--- config.mk ---
export PLATFORM = sky130hd
export DESIGN_NAME = full_mat_seq_flat
export DESIGN_NICKNAME = d
export VERILOG_FILES = /design/src/rtl/full_mat_seq_if.sv /design/src/rtl/full_mat_seq.sv /design/src/flat_wrapper.sv
export SDC_FILE = /design/constraint.sdc
export NUM_CORES = 1
export LEC_CHECK = 0
export ABC_AREA = 1
export CAP_MARGIN = 20
export CORE_MARGIN = 2
export CORE_UTILIZATION = 58
export CTS_BUF_LIST = sky130_fd_sc_hd__clkbuf_4 sky130_fd_sc_hd__clkbuf_8
export CTS_CLUSTER_SIZE = 40
export DETAILED_ROUTE_END_ITERATION = 8
export PLACE_DENSITY = 0.86
export SLEW_MARGIN = 20
export SYNTH_ARGS = -nofsm -noshare
export SYNTH_HDL_FRONTEND = slang
export SYNTH_SLANG_ARGS = --single-unit
--- constraint.sdc ---
create_clock -name clk -period 3.7 [get_ports clk]
set_input_delay 0.925 -clock clk [delete_from_list [all_inputs] [get_ports clk]]
set_output_delay 0.925 -clock clk [all_outputs]
set_load 0.1 [all_outputs]
--- src/rtl/full_mat_seq_if.sv ---
// Control/status bundle between the full_mat frame sequencer and whoever
// launches runs (testbench top or host controller).
interface full_mat_seq_if #(
    parameter int CNT_W    = 8,
    parameter int FRAMES_W = 4
);
    logic                start;
    logic                ready;
    logic [FRAMES_W-1:0] num_frames;
    logic                hold;
    logic                en;
    logic [CNT_W-1:0]    count;
    logic [FRAMES_W-1:0] frame_idx;
    logic                frame_start;
    logic                mat_mult_rst;
    logic                array_mult_rst;
    logic                busy;
    logic                done;

    modport master (
        output start, num_frames, hold,
        input  ready, en, count, frame_idx, frame_start,
               mat_mult_rst, array_mult_rst, busy, done
    );

    modport slave (
        input  start, num_frames, hold,
        output ready, en, count, frame_idx, frame_start,
               mat_mult_rst, array_mult_rst, busy, done
    );
endinterface

--- src/rtl/full_mat_seq.sv ---
// Frame sequencer for the full-Jacobian matrix datapath: runs N frames of
// FRAME_LEN cycles, drains the multiplier pipelines, then pulses done.
module full_mat_seq #(
    parameter int FRAME_LEN = 91,
    parameter int CNT_W     = 8,
    parameter int MM_RST_AT = 4,
    parameter int FRAMES_W  = 4,
    parameter int DRAIN_LEN = 8
) (
    input  logic             clk,
    input  logic             rst,
    full_mat_seq_if.slave    bus
);
    localparam int DRN_W = (DRAIN_LEN > 1) ? $clog2(DRAIN_LEN) : 1;
    localparam logic [CNT_W-1:0] CNT_LAST = CNT_W'(FRAME_LEN - 1);
    localparam logic [CNT_W-1:0] CNT_MM   = CNT_W'(MM_RST_AT);
    localparam logic [DRN_W-1:0] DRN_LAST = DRN_W'(DRAIN_LEN - 1);

    typedef enum logic [1:0] {
        IDLE  = 2'd0,
        RUN   = 2'd1,
        DRAIN = 2'd2,
        DONE  = 2'd3
    } state_t;

    state_t              state, state_nx;
    logic [CNT_W-1:0]    count, count_nx;
    logic [FRAMES_W-1:0] frame_idx, frame_nx;
    logic [FRAMES_W-1:0] frames_lat, frames_nx;
    logic [DRN_W-1:0]    drain_cnt, drain_nx;
    logic                mm_rst, mm_rst_nx;
    logic                done_q;
    logic                en_c;

    assign en_c = ((state == RUN) || (state == DRAIN)) && !bus.hold;

    always_ff @(posedge clk) begin
        if (!rst) begin
            state      <= IDLE;
            count      <= '0;
            frame_idx  <= '0;
            frames_lat <= '0;
            drain_cnt  <= '0;
            mm_rst     <= 1'b1;
            done_q     <= 1'b0;
        end else begin
            state      <= state_nx;
            count      <= count_nx;
            frame_idx  <= frame_nx;
            frames_lat <= frames_nx;
            drain_cnt  <= drain_nx;
            mm_rst     <= mm_rst_nx;
            done_q     <= (state_nx == DONE);
        end
    end

    always_comb begin
        state_nx  = state;
        count_nx  = count;
        frame_nx  = frame_idx;
        frames_nx = frames_lat;
        drain_nx  = drain_cnt;
        mm_rst_nx = mm_rst;
        case (state)
            IDLE: begin
                // mat_mult stays in reset until a run is accepted
                if (bus.start && (bus.num_frames != '0)) begin
                    state_nx  = RUN;
                    count_nx  = '0;
                    frame_nx  = '0;
                    frames_nx = bus.num_frames;
                    mm_rst_nx = 1'b0;
                end else begin
                    mm_rst_nx = 1'b1;
                end
            end
            RUN: begin
                if (en_c) begin
                    mm_rst_nx = (count == CNT_MM);
                    if (count == CNT_LAST) begin
                        count_nx = '0;
                        if (frame_idx == frames_lat - 1'b1) begin
                            state_nx = DRAIN;
                            drain_nx = '0;
                        end else begin
                            frame_nx = frame_idx + 1'b1;
                        end
                    end else begin
                        count_nx = count + 1'b1;
                    end
                end
            end
            DRAIN: begin
                mm_rst_nx = 1'b0;
                if (en_c) begin
                    if (drain_cnt == DRN_LAST) begin
                        state_nx = DONE;
                    end else begin
                        drain_nx = drain_cnt + 1'b1;
                    end
                end
            end
            DONE: begin
                // register reloads to 1 so IDLE starts with mat_mult in reset
                state_nx  = IDLE;
                mm_rst_nx = 1'b1;
                frame_nx  = '0;
                drain_nx  = '0;
            end
            default: state_nx = IDLE;
        endcase
    end

    assign bus.ready          = (state == IDLE);
    assign bus.busy           = (state == RUN) || (state == DRAIN);
    assign bus.en             = en_c;
    assign bus.count          = count;
    assign bus.frame_idx      = frame_idx;
    assign bus.frame_start    = en_c && (state == RUN) && (count == '0);
    assign bus.mat_mult_rst   = mm_rst;
    assign bus.array_mult_rst = !((state == RUN) || (state == DRAIN));
    assign bus.done           = done_q;
endmodule

--- src/flat_wrapper.sv ---
// flat-port wrapper written by rule: the top's interface ports become plain ports
module full_mat_seq_flat 
#(
    parameter int FRAME_LEN = 91,
    parameter int CNT_W     = 8,
    parameter int MM_RST_AT = 4,
    parameter int FRAMES_W  = 4,
    parameter int DRAIN_LEN = 8
)
  (clk, rst, bus_start, bus_num_frames, bus_hold, bus_ready, bus_en, bus_count, bus_frame_idx, bus_frame_start, bus_mat_mult_rst, bus_array_mult_rst, bus_busy, bus_done);
  full_mat_seq_if #(.CNT_W(CNT_W), .FRAMES_W(FRAMES_W)) bus_i ();
  input  logic clk;
  input  logic rst;
  input wire logic [$bits(bus_i.start)-1:0] bus_start;
  input wire logic [$bits(bus_i.num_frames)-1:0] bus_num_frames;
  input wire logic [$bits(bus_i.hold)-1:0] bus_hold;
  output wire logic [$bits(bus_i.ready)-1:0] bus_ready;
  output wire logic [$bits(bus_i.en)-1:0] bus_en;
  output wire logic [$bits(bus_i.count)-1:0] bus_count;
  output wire logic [$bits(bus_i.frame_idx)-1:0] bus_frame_idx;
  output wire logic [$bits(bus_i.frame_start)-1:0] bus_frame_start;
  output wire logic [$bits(bus_i.mat_mult_rst)-1:0] bus_mat_mult_rst;
  output wire logic [$bits(bus_i.array_mult_rst)-1:0] bus_array_mult_rst;
  output wire logic [$bits(bus_i.busy)-1:0] bus_busy;
  output wire logic [$bits(bus_i.done)-1:0] bus_done;
  assign bus_i.start = bus_start;
  assign bus_i.num_frames = bus_num_frames;
  assign bus_i.hold = bus_hold;
  assign bus_ready = bus_i.ready;
  assign bus_en = bus_i.en;
  assign bus_count = bus_i.count;
  assign bus_frame_idx = bus_i.frame_idx;
  assign bus_frame_start = bus_i.frame_start;
  assign bus_mat_mult_rst = bus_i.mat_mult_rst;
  assign bus_array_mult_rst = bus_i.array_mult_rst;
  assign bus_busy = bus_i.busy;
  assign bus_done = bus_i.done;
  full_mat_seq #(.FRAME_LEN(FRAME_LEN), .CNT_W(CNT_W), .MM_RST_AT(MM_RST_AT), .FRAMES_W(FRAMES_W), .DRAIN_LEN(DRAIN_LEN)) u_core (.clk(clk), .rst(rst), .bus(bus_i));
endmodule
Yosys cells after proc, flatten, opt, wreduce, memory -nomap -nowiden
Cells that the tools add are included.
{"block": "totals", "ff_bits": 23, "latchBits": 0, "mem_bits_rw": 0, "rom_bits": 0, "input_bits": 8, "output_inout_bits": 19, "word_cells": 68, "n_memories": 0}
{"block": "op_classes", "add_sub_neg": 4, "n_mul": 0, "div_mod_pow": 0, "n_lt_le_gt_ge": 0, "n_eq_ne": 15, "shifts": 0, "muxes": 25, "bitwise_logic": 0, "reduce_logical": 17}
{"op": "$mux W8", "n": 3}
{"op": "$mux W4", "n": 4}
{"op": "$pmux W8 S2", "n": 1}
{"op": "$mux W3", "n": 5}
{"op": "$mux W2", "n": 6}
{"op": "$pmux W4 S3", "n": 1}
{"op": "$pmux W3 S3", "n": 1}
{"op": "$add A8 B1 Y8 const B", "n": 1}
{"op": "$eq A8 B3 Y1 const B", "n": 1}
{"op": "$eq A8 B7 Y1 const B", "n": 1}
{"op": "$logic_not A8 Y1", "n": 1}
{"op": "$ne A2 B2 Y1 const B", "n": 4}
{"op": "$pmux W2 S4", "n": 1}
{"op": "$eq A2 B2 Y1 const B", "n": 3}
{"op": "$ne A2 B1 Y1 const B", "n": 3}
{"op": "$reduce_and A6 Y1", "n": 1}
{"op": "$reduce_bool A3 Y1", "n": 2}
{"op": "$reduce_and A5 Y1", "n": 1}
{"op": "$add A4 B1 Y4 const B", "n": 1}
{"op": "$eq A4 B4 Y1", "n": 1}
{"op": "$logic_and A1 B1 Y1", "n": 4}
{"op": "$pmux W1 S4", "n": 1}
{"op": "$reduce_bool A4 Y1", "n": 1}
{"op": "$sub A4 B1 Y4 const B", "n": 1}
{"op": "other kinds (10)", "n": 12}

Depth between registers and ports, before layout
Gate-level depths: netlist of run 1.
{"block": "depth", "depth_word": 7, "depth_mapped": 14, "depth_no_buf": 14}

Least setup slack after synthesis of run 1
OpenSTA, ideal clock, no wires.
{"block": "synth_path", "kind": "reg-to-output", "startpoint": "register u_core.count[0] (netlist: u_core.bus.count[0])", "endpoint": "output port bus_frame_start", "t_arrival_ns": 3.973, "required_time_ns": 2.775, "path_slack_ns": -1.198, "path_stages_with_launch": 5, "path_buffers": 0, "cell_sequence": "dfxtp_1 inv_1 ha_1 nand2_1 nor4_1"}
{"block": "synth_via", "elab_chain_cells": 2}
{"element": "from (decl)", "line_no": "full_mat_seq.sv:27", "source": "logic [CNT_W-1:0] count, count_nx;"}
{"element": "from (signal assigned)", "line_no": "full_mat_seq.sv:48", "source": "count <= count_nx;"}
{"element": "$logic_not A8 Y1", "line_no": "full_mat_seq.sv:119", "source": "assign bus.frame_start = en_c && (state == RUN) && (count == '0);"}
{"element": "$logic_and A1 B1 Y1", "line_no": "full_mat_seq.sv:119"}
{"element": "to (decl)", "line_no": "flat_wrapper.sv:21", "source": "output wire logic [$bits(bus_i.frame_start)-1:0] bus_frame_start;"}
Every way passes these cells.

Worst setup path in the final report of run 1
{"block": "layout_path", "startpoint": "input port bus_hold", "endpoint": "output port bus_frame_start"}
{"block": "layout_via", "elab_chain_cells": 4}
{"element": "from (decl)", "line_no": "flat_wrapper.sv:16", "source": "input wire logic [$bits(bus_i.hold)-1:0] bus_hold;"}
{"element": "$logic_not A1 Y1", "line_no": "full_mat_seq.sv:35", "source": "assign en_c = ((state == RUN) || (state == DRAIN)) && !bus.hold;"}
{"element": "$logic_and A1 B1 Y1", "line_no": "full_mat_seq.sv:35"}
{"element": "$logic_and A1 B1 Y1 (2 in a row)", "line_no": "full_mat_seq.sv:119"}
Every way passes these cells.

==> results of run 1 <==
## cell type report
class                   count  area, um^2
flip-flops and latches     23       460.4
repair buffers             26       255.2
multi-input cells         145       867.1
inverters                  30       112.6
fillers                   173       646.9
well taps                  30       37.54
clock buffers               4       30.03
## worst max-delay path: stages
cell and delay, ns:
clkdlybuf4s50_1 0.54, nor4_2 0.43, buf_12 0.22
## metal layers
metal | track usage (%) | routed length [um] | share of wire (%)
met5 | 0 | 0 | 0
met4 | 7.265 | 46 | 1.4
met2 | 41.46 | 1474 | 46
met1 | 33.11 | 1506 | 47
met3 | 2.778 | 194 | 6.0
## metrics by stage
| stage | setup TNS (ns) | setup slack [ns] | hold WS (ns) | std cells |
|---|---|---|---|---|
| floorplan | -0.04157 | -0.04157 | 0.4577 | 199 |
| finish | 0 | 0.6623 | 0.5032 | 258 |
| CTS | 0 | 0.6434 | 0.5020 | 258 |
| global route | 0 | 0.6126 | 0.5344 | 258 |
| detailed placement | 0 | 0.6487 | 0.4728 | 254 |
| global placement | 0 | 0.6698 | 0.4722 | 254 |
## how the worst max path moves through the flow
stage	startpoint	end	slack, ns
after floorplan	u_core.bus.count[0]	bus_frame_start	-0.04
after global placement	bus_hold	bus_frame_start	0.67
after detailed placement	bus_hold	bus_frame_start	0.65
after CTS	bus_hold	bus_frame_start	0.64
after global routing	bus_hold	bus_frame_start	0.61
final	bus_hold	bus_frame_start	0.66
## registers in the layout, summed over array words and instances, names as in the netlist
name and flops:
u_core.bus.mat_mult_rst 1, u_core.bus.count 8, u_core.bus.frame_idx 4, u_core.state 2
u_core.bus.done 1, u_core.drain_cnt 3, u_core.frames_lat 4
## cells by family after synthesis
group | Yosys count | synth area share, %
fa+ha+maj | 11 | 9.557
buf+inv | 31 | 8.601
flops | 23 | 31.97
xor+xnor | 7 | 4.257
simple gates | 99 | 33.19
compound gates | 28 | 12.43
## where the power goes
group / switching [mW] / internal, mW
clock: 0.0746 / 0.0494
combinational: 0.171 / 0.0670
sequential: 0.0124 / 0.261
total: 0.258 / 0.378
## synth_stat cells
cell type,count
inv_2,2
clkinv_1,2
o21ai_2,1
nor2_1,17
o21ai_0,4
nand2_1,44
a41oi_1,1
nand4_1,2
nor3_2,1
buf_6,1
o41ai_1,1
ha_1,11
o21ai_1,1
a21oi_1,16
o21ai_4,1
a21oi_4,1
inv_1,26
xor2_1,6
dfxtp_1,23
nand3_1,15
o21a_1,1
nor3_1,3
xnor2_1,1
a211oi_1,1
nor3b_1,4
nor2_2,5
nor3_4,1
nor4_1,1
nand2_4,3
nand2_2,3
==> impl_metrics.env, run 1 <==
export IMPL_layout_common_cells="nand2_1, inv_1, dfxtp_1"
export IMPL_hold_buffers=0
export IMPL_critPathCaptureType="output port"
export IMPL_ys_seq_area_share_pct=31.97
export IMPL_diodes=0
export IMPL_fin_nets=248
export IMPL_wl_per_cell_um=12.48
export IMPL_syn_to_final_growth_pct=22.42
export IMPL_root_buffer="clkbuf_4"
export IMPL_worstMarginPinSlew_ns=0.9783
export IMPL_cap_violations=0
export IMPL_fin_crit_sh_pct=82.10
export IMPL_synth_area_top_cells="dfxtp_1, nand2_1, ha_1, inv_1, a21oi_1"
export IMPL_rrSetupSlack_ns=1.65
export IMPL_hold_viol=0
export IMPL_syn_avg_cell_area_um2=7.237
export IMPL_cts_tree="built"
export IMPL_ios=27
export IMPL_cts_buffers=3
export IMPL_final_common_cell="nand2_1"
export IMPL_dp_final_hpwl_um=2500
export IMPL_die_x_um=53.83
export IMPL_drt_wl_total_um=3221
export IMPL_die_height_um=53.83
export IMPL_synth_cell_types=30
export IMPL_worstPathMaxFanout=3
export IMPL_htree_levels=1
export IMPL_reg2regPathDepth=9
export IMPL_setup_violations=0
export IMPL_clock_path_buffers=2
export IMPL_start_kind="primary input"
export IMPL_track_usage_pct=24.71
export IMPL_postLayoutCoreUtil_pct=73.16
export IMPL_initial_core_util_pct=59.76
export IMPL_clk_pin_slew_worst_paths_ns=0.13
export IMPL_finalPower_uw=635.8
export IMPL_ir_worst_vdd_mv=0.3224
export IMPL_clock_sinks=23
export IMPL_power_density_nw_per_um2=360.6
export IMPL_hold_path_startpoint="u_core.bus.mat_mult_rst"
export IMPL_ys_ff_latch=23
export IMPL_antenna_found_initial=0
export IMPL_final_antenna_net_count=0
export IMPL_critPathKind="in2out"
export IMPL_drt_pass1_iterations=4
export IMPL_r2r_start="u_core.state[1]"
export IMPL_gp_congestion=0.8562
export IMPL_p_leak_nw=0.7954
export IMPL_cts_setup_buffers=0
export IMPL_routed_via_density=5.391
export IMPL_grt_pass1_wl_um=5347
export IMPL_first_iter_violations=45
export IMPL_hold_depth=2
export IMPL_first_global_vias=1266
export IMPL_drive_gt1_share_pct=15.35
export IMPL_worst_endpoint_required_ns=2.77
export IMPL_synth_cells=199
export IMPL_fmax_mhz=329.2
export IMPL_post_route_cell_area_um2=1763
export IMPL_fin_worst_skew_ns=0.007400
export IMPL_die_area_um2=2898
export IMPL_dpl_cell_area_um2=1733
export IMPL_core_area_um2=2410
export IMPL_rsz0062_at_grt="no"
export IMPL_syn_nets=218
export IMPL_drc=0
export IMPL_syn_area_um2=1440
export IMPL_vias=1391
export IMPL_grt_max_degree=13
export IMPL_insertion_delay_ns=0.31
export IMPL_cts_resized=0
export IMPL_whs_endpoint="u_core.bus.mat_mult_rst"
export IMPL_r2r_end="u_core.bus.count[6]"
export IMPL_min_path_type="reg2reg"
export IMPL_critPathArrivalTime_ns=2.11
export IMPL_overflow=0
export IMPL_synth_warning_count=0
export IMPL_synth_top_cell_area_share_pct=31.97
export IMPL_outcome="completed"
export IMPL_slew_headroom_pct=34.58
export IMPL_rows=18
export IMPL_io_buffers=26
export IMPL_synth_top_cell_by_area="dfxtp_1"
export IMPL_maxSlewViolCount=0
export IMPL_final_min_clock_period_ns=3.038
No activity file was read; power rests on OpenSTA's default activity.
==> run 2: changes to the inputs <==
--- a/config.mk
+++ b/config.mk
@@ -8,11 +8,11 @@
 export ABC_AREA = 1
 export CAP_MARGIN = 20
 export CORE_MARGIN = 2
-export CORE_UTILIZATION = 58
+export CORE_UTILIZATION = 48
 export CTS_BUF_LIST = sky130_fd_sc_hd__clkbuf_4 sky130_fd_sc_hd__clkbuf_8
 export CTS_CLUSTER_SIZE = 40
 export DETAILED_ROUTE_END_ITERATION = 8
-export PLACE_DENSITY = 0.86
+export PLACE_DENSITY = 0.75
 export SLEW_MARGIN = 20
 export SYNTH_ARGS = -nofsm -noshare
 export SYNTH_HDL_FRONTEND = slang
==> constraint.sdc (replaced) <==
create_clock -name clk -period 2.72 [get_ports clk]
set_input_delay 0.68 -clock clk [delete_from_list [all_inputs] [get_ports clk]]
set_output_delay 0.68 -clock clk [all_outputs]
set_load 0.1 [all_outputs]
==> run 2 against run 1 <==
Compared with the run above:
- clock skew rose by 0.0021 ns
- cell count rose by 1.6%
- setup slack got worse by 0.30 ns
- sequential power rose by 36%
- utilization fell by 9.1 points
- register-to-register slack got worse by 0.74 ns
- the flow now finishes with violations (DRC)
==> impl_metrics.env, run 2 (synthesized netlist as in run 1, its figures left out) <==
export IMPL_fmax_mhz=424.7
export IMPL_syn_to_final_growth_pct=24.76
export IMPL_track_usage_pct=19.36
export IMPL_critPathArrivalTime_ns=1.67
export IMPL_r2r_start="u_core.state[1]"
export IMPL_fin_worst_skew_ns=0.009491
export IMPL_die_height_um=58.78
export IMPL_overflow=0
export IMPL_first_iter_violations=56
export IMPL_cts_setup_buffers=0
export IMPL_dpl_cell_area_um2=1769
export IMPL_vias=1353
export IMPL_hold_depth=2
export IMPL_outcome="finished, violations left"
export IMPL_worstPathMaxFanout=2
export IMPL_slew_headroom_pct=77.60
export IMPL_clock_path_buffers=2
export IMPL_ir_worst_vdd_mv=0.3075
export IMPL_fin_nets=251
export IMPL_grt_max_degree=14
export IMPL_wl_per_cell_um=11.82
export IMPL_cts_resized=0
export IMPL_final_setup_tns_ns=0
export IMPL_finalPower_uw=870.9
export IMPL_rrSetupSlack_ns=0.91
export IMPL_drc=3
export IMPL_drive_gt1_share_pct=23.38
export IMPL_maxSlewViolCount=0
export IMPL_min_path_type="reg2reg"
export IMPL_grt_pass1_wl_um=5285
export IMPL_violations="DRC"
export IMPL_initial_core_util_pct=51.34
export IMPL_drt_pass1_iterations=6
export IMPL_top_regs="u_core.bus.count x8, u_core.bus.frame_idx x4, u_core.frames_lat x4"
export IMPL_critPathCaptureType="output port"
export IMPL_reg2regPathDepth=11
export IMPL_final_min_clock_period_ns=2.355
export IMPL_rsz0062_at_grt="no"
export IMPL_htree_levels=1
export IMPL_core_area_um2=2805
export IMPL_rows=19
export IMPL_antenna_found_initial=0
export IMPL_setup_violations=0
export IMPL_final_common_cell="nand2_1"
export IMPL_final_antenna_net_count=0
export IMPL_largest_reg_flops=8
export IMPL_post_route_cell_area_um2=1797
export IMPL_insertion_delay_ns=0.32
export IMPL_power_density_nw_per_um2=484.7
export IMPL_routed_via_density=5.164
export IMPL_ios=27
export IMPL_root_buffer="clkbuf_4"
export IMPL_cap_violations=0
export IMPL_cts_buffers=3
export IMPL_clock_sinks=23
export IMPL_hold_viol=0
export IMPL_clk_pin_slew_worst_paths_ns=0.13
export IMPL_whs_endpoint="u_core.bus.mat_mult_rst"
export IMPL_worst_endpoint_required_ns=2.04
export IMPL_largest_register="u_core.bus.count"
export IMPL_diodes=0
export IMPL_die_x_um=58.78
export IMPL_hold_buffers=0
export IMPL_first_global_vias=1284
export IMPL_io_buffers=26
export IMPL_dp_final_hpwl_um=2501
export IMPL_start_kind="primary input"
export IMPL_worstMarginPinSlew_ns=0.3317
export IMPL_r2r_end="u_core.drain_cnt[2]"
export IMPL_drt_wl_total_um=3096
export IMPL_layout_common_cells="nand2_1, inv_1, buf_4"
export IMPL_gp_congestion=0.8090
export IMPL_cts_tree="built"
export IMPL_p_leak_nw=0.8236
export IMPL_hold_path_startpoint="u_core.bus.mat_mult_rst"
export IMPL_die_area_um2=3455
export IMPL_critPathKind="in2out"
export IMPL_fin_crit_sh_pct=86.57
## run 2: worst max-delay path, cell delays in order
cell	delay, ns
clkdlybuf4s50_1	0.46
nor4_4	0.32
buf_12	0.21
## run 2: area by class of cell
class / count / area, um^2
clock buffer: 3 / 22.52
clock inverter: 1 / 5.005
fill: 253 / 1008
inverter: 30 / 116.4
multi-input combinational: 145 / 888.4
sequential: 23 / 465.4
tap: 31 / 38.79
timing repair buffer: 29 / 260.3
## run 2: metrics by stage
step | setup slack (ns) | hold slack [ns] | util (%) | instances
2_1_floorplan | -0.1035 | 0.4496 | - | 199
3_3_place_gp | 0.3673 | 0.4636 | 63.07 | 258
3_5_place_dp | 0.3620 | 0.4641 | 63.07 | 258
4_1_cts | 0.3586 | 0.4955 | 64.05 | 262
5_1_grt | 0.3060 | 0.5075 | 64.05 | 262
6_report | 0.3652 | 0.4926 | 64.05 | 262
## run 2: worst max-delay path by stage
stage | slack (ns) | from | cells past startpoint | endpoint
6_report | 0.37 | bus_hold | 3 | bus_frame_start
5_1_grt | 0.31 | u_core.bus.count[0] | 5 | bus_frame_start
4_1_cts | 0.36 | bus_hold | 3 | bus_frame_start
3_5_place_dp | 0.36 | bus_hold | 3 | bus_frame_start
3_3_place_gp | 0.37 | bus_hold | 3 | bus_frame_start
2_1_floorplan | -0.10 | u_core.state[1] | 11 | u_core.drain_cnt[1]
## run 2: metal layers
layer,global-route usage (%),vias to the layer above,wire (um)
met5,0,-,0
met3,4.176,2,168
met1,26.93,619,1533
met2,30.79,30,1381
met4,4.221,0,12
li1,-,702,-
## run 2: report_power, final
part           switching, mW  internal, mW  total [mW]  leakage (nW)
sequential            0.0175         0.357       0.374         0.189
clock                  0.107        0.0550       0.162        0.0177
combinational          0.235        0.0993       0.334         0.617
total                  0.360         0.511       0.871         0.824
==> run 3: changes to the inputs <==
--- a/config.mk
+++ b/config.mk
@@ -6,13 +6,14 @@
 export NUM_CORES = 1
 export LEC_CHECK = 0
 export ABC_AREA = 1
-export CAP_MARGIN = 20
+export CAP_MARGIN = 10
 export CORE_MARGIN = 2
 export CORE_UTILIZATION = 48
 export CTS_BUF_LIST = sky130_fd_sc_hd__clkbuf_4 sky130_fd_sc_hd__clkbuf_8
 export CTS_CLUSTER_SIZE = 40
 export DETAILED_ROUTE_END_ITERATION = 8
-export PLACE_DENSITY = 0.75
+export GPL_TIMING_DRIVEN = 0
+export PLACE_DENSITY = 0.84
 export SLEW_MARGIN = 20
 export SYNTH_ARGS = -nofsm -noshare
 export SYNTH_HDL_FRONTEND = slang
==> run 3 against run 2 <==
Compared with the run above:
- the run now ends clean
- critical path depth did not move
- cell area is 0.49% higher
- register-to-register slack improved by 0.02 ns
- die area unchanged
- wire length shrank 1.7%
- cell count is 0.76% lower
- first-iteration DRC count decreased by 25%
- combinational power shrank 3%
- global-route usage shrank 0.14 points
- critical path type unchanged
- critical endpoint is now bus_en
- highest routed layer unchanged
==> impl_metrics.env, run 3 (synthesized netlist as in run 1, its figures left out) <==
export IMPL_hold_viol=0
export IMPL_place_ws_ns=-0.6877
export IMPL_vias=1326
export IMPL_cts_setup_buffers=0
export IMPL_maxSlewViolCount=0
export IMPL_final_common_cell="nand2_1"
export IMPL_intPower_uw=504.9
export IMPL_fin_worst_skew_ns=0.001692
export IMPL_die_x_um=58.78
export IMPL_power_density_nw_per_um2=478.1
export IMPL_die_height_um=58.78
export IMPL_final_antenna_net_count=0
export IMPL_first_global_vias=1195
export IMPL_rsz0062_at_grt="no"
export IMPL_layout_common_cells="nand2_1, inv_1, clkdlybuf4s50_1"
export IMPL_rows=19
export IMPL_dp_cells=256
export IMPL_layout_cells_non_filler=260
export IMPL_drive_gt1_share_pct=15.28
export IMPL_clkPwrFrac_pct=19.0
export IMPL_track_usage_pct=19.22
export IMPL_first_iter_violations=42
export IMPL_antenna_found_initial=0
export IMPL_setup_violations=0
export IMPL_fmax_mhz=370.6
export IMPL_min_path_type="reg2reg"
export IMPL_fin_nets=249
export IMPL_syn_to_final_growth_pct=25.37
export IMPL_diodes=0
export IMPL_switchingPower_uw=358.2
export IMPL_routed_via_density=5.100
export IMPL_cts_buffers=3
export IMPL_clk_pin_slew_worst_paths_ns=0.13
export IMPL_insertion_delay_ns=0.32
export IMPL_htree_levels=1
export IMPL_postLayoutCoreUtil_pct=64.36
export IMPL_hold_buffers=0
export IMPL_outcome="completed"
export IMPL_ios=27
export IMPL_largest_register="u_core.bus.count"
export IMPL_combinationalPowerShare_pct=37.6
export IMPL_wl_per_cell_um=11.70
export IMPL_clock_sinks=23
export IMPL_worst_endpoint_required_ns=2.04
export IMPL_critPathKind="in2out"
export IMPL_io_buffers=26
export IMPL_switching_share_pct=41.50
export IMPL_gp_congestion=0.8249
export IMPL_top_regs="u_core.bus.count x8, u_core.bus.frame_idx x4, u_core.frames_lat x4"
export IMPL_drt_pass1_iterations=6
export IMPL_initial_core_util_pct=51.34
export IMPL_slew_headroom_pct=35.16
export IMPL_cap_violations=0
export IMPL_dp_final_hpwl_um=2389
export IMPL_die_area_um2=3455
export IMPL_drc=0
export IMPL_cts_tree="built"
export IMPL_clock_path_buffers=2
export IMPL_core_area_um2=2805
export IMPL_worstPathMaxFanout=3
export IMPL_p_leak_nw=0.7994
export IMPL_fin_crit_sh_pct=99.19
export IMPL_final_min_clock_period_ns=2.698
export IMPL_largest_reg_flops=8
export IMPL_overflow=0
export IMPL_grt_max_degree=14
export IMPL_critPathCaptureType="output port"
export IMPL_seqPwrFrac_pct=43.4
export IMPL_start_kind="primary input"
export IMPL_critPathArrivalTime_ns=2.02
export IMPL_ir_worst_vdd_mv=0.3129
export IMPL_root_buffer="clkbuf_4"
export IMPL_grt_pass1_wl_um=5147
export IMPL_timing_final_ws_setup_ns=0.02194
export IMPL_final_setup_tns_ns=0
export IMPL_drt_wl_total_um=3043
export IMPL_worstMarginPinSlew_ns=0.9696
export IMPL_fillCellCount=261
[run 3: metal layers]
layer / GRT usage (%) / wire length (um)
met3: 2.637 / 102
met2: 29.21 / 1315
met5: 0 / 0
met1: 27.11 / 1570
met4: 8.442 / 55
[run 3: layout make-up]
class                      count  area, um^2  share of cell area [%]
buffer                         1       11.26                  0.6237
timing repair buffer          26       257.7                   14.28
multi-input combinational    145       888.4                   49.20
clock buffer                   3       22.52                   1.247
inverter                      30       116.4                   6.445
tap                           31       38.79                   2.148
sequential                    23       465.4                   25.78
clock inverter                 1       5.005                  0.2772
[run 3: what timing repair did]
item	in CTS	in global routing
gates cloned	0	0
gates resized for setup	11	2
endpoints found under the setup margin	5	2
[run 3: through the flow]
| step | power (mW) | hold slack, ns | cell area (um^2) |
|---|---|---|---|
| detailed placement | 0.7107 | 0.4735 | 1780 |
| CTS | 0.8672 | 0.4940 | 1800 |
| global route | 0.9103 | 0.5243 | 1805 |
| global placement | 0.7065 | 0.4680 | 1780 |
| finish | 0.8632 | 0.4901 | 1805 |
| floorplan | 0.6420 | 0.4496 | 1481 |
[run 3: final timing paths]
path | startpoint | slack [ns] | depth (start not counted) | endpoint
worst min-delay path | u_core.drain_cnt[0] | 0.49 | 2 | u_core.drain_cnt[0]
worst max register to register | u_core.state[0] | 0.93 | 12 | u_core.bus.done
worst max-delay path | bus_hold | 0.02 | 3 | bus_en
worst min register to register | u_core.drain_cnt[0] | 0.49 | 2 | u_core.drain_cnt[0]
[run 3: power groups by stage]
stage	sequential, mW	combinational (mW)	clock (mW)
final	0.374	0.325	0.164
after global routing	0.377	0.351	0.182
after CTS	0.374	0.326	0.167
after detailed placement	0.382	0.329	0
after global placement	0.381	0.326	0
after floorplan	0.436	0.206	0
[run 3: worst max-delay path, stage by stage]
cell             delay (ns)
clkdlybuf4s50_1        0.57
nor2_4                 0.19
clkdlybuf4s15_2        0.57
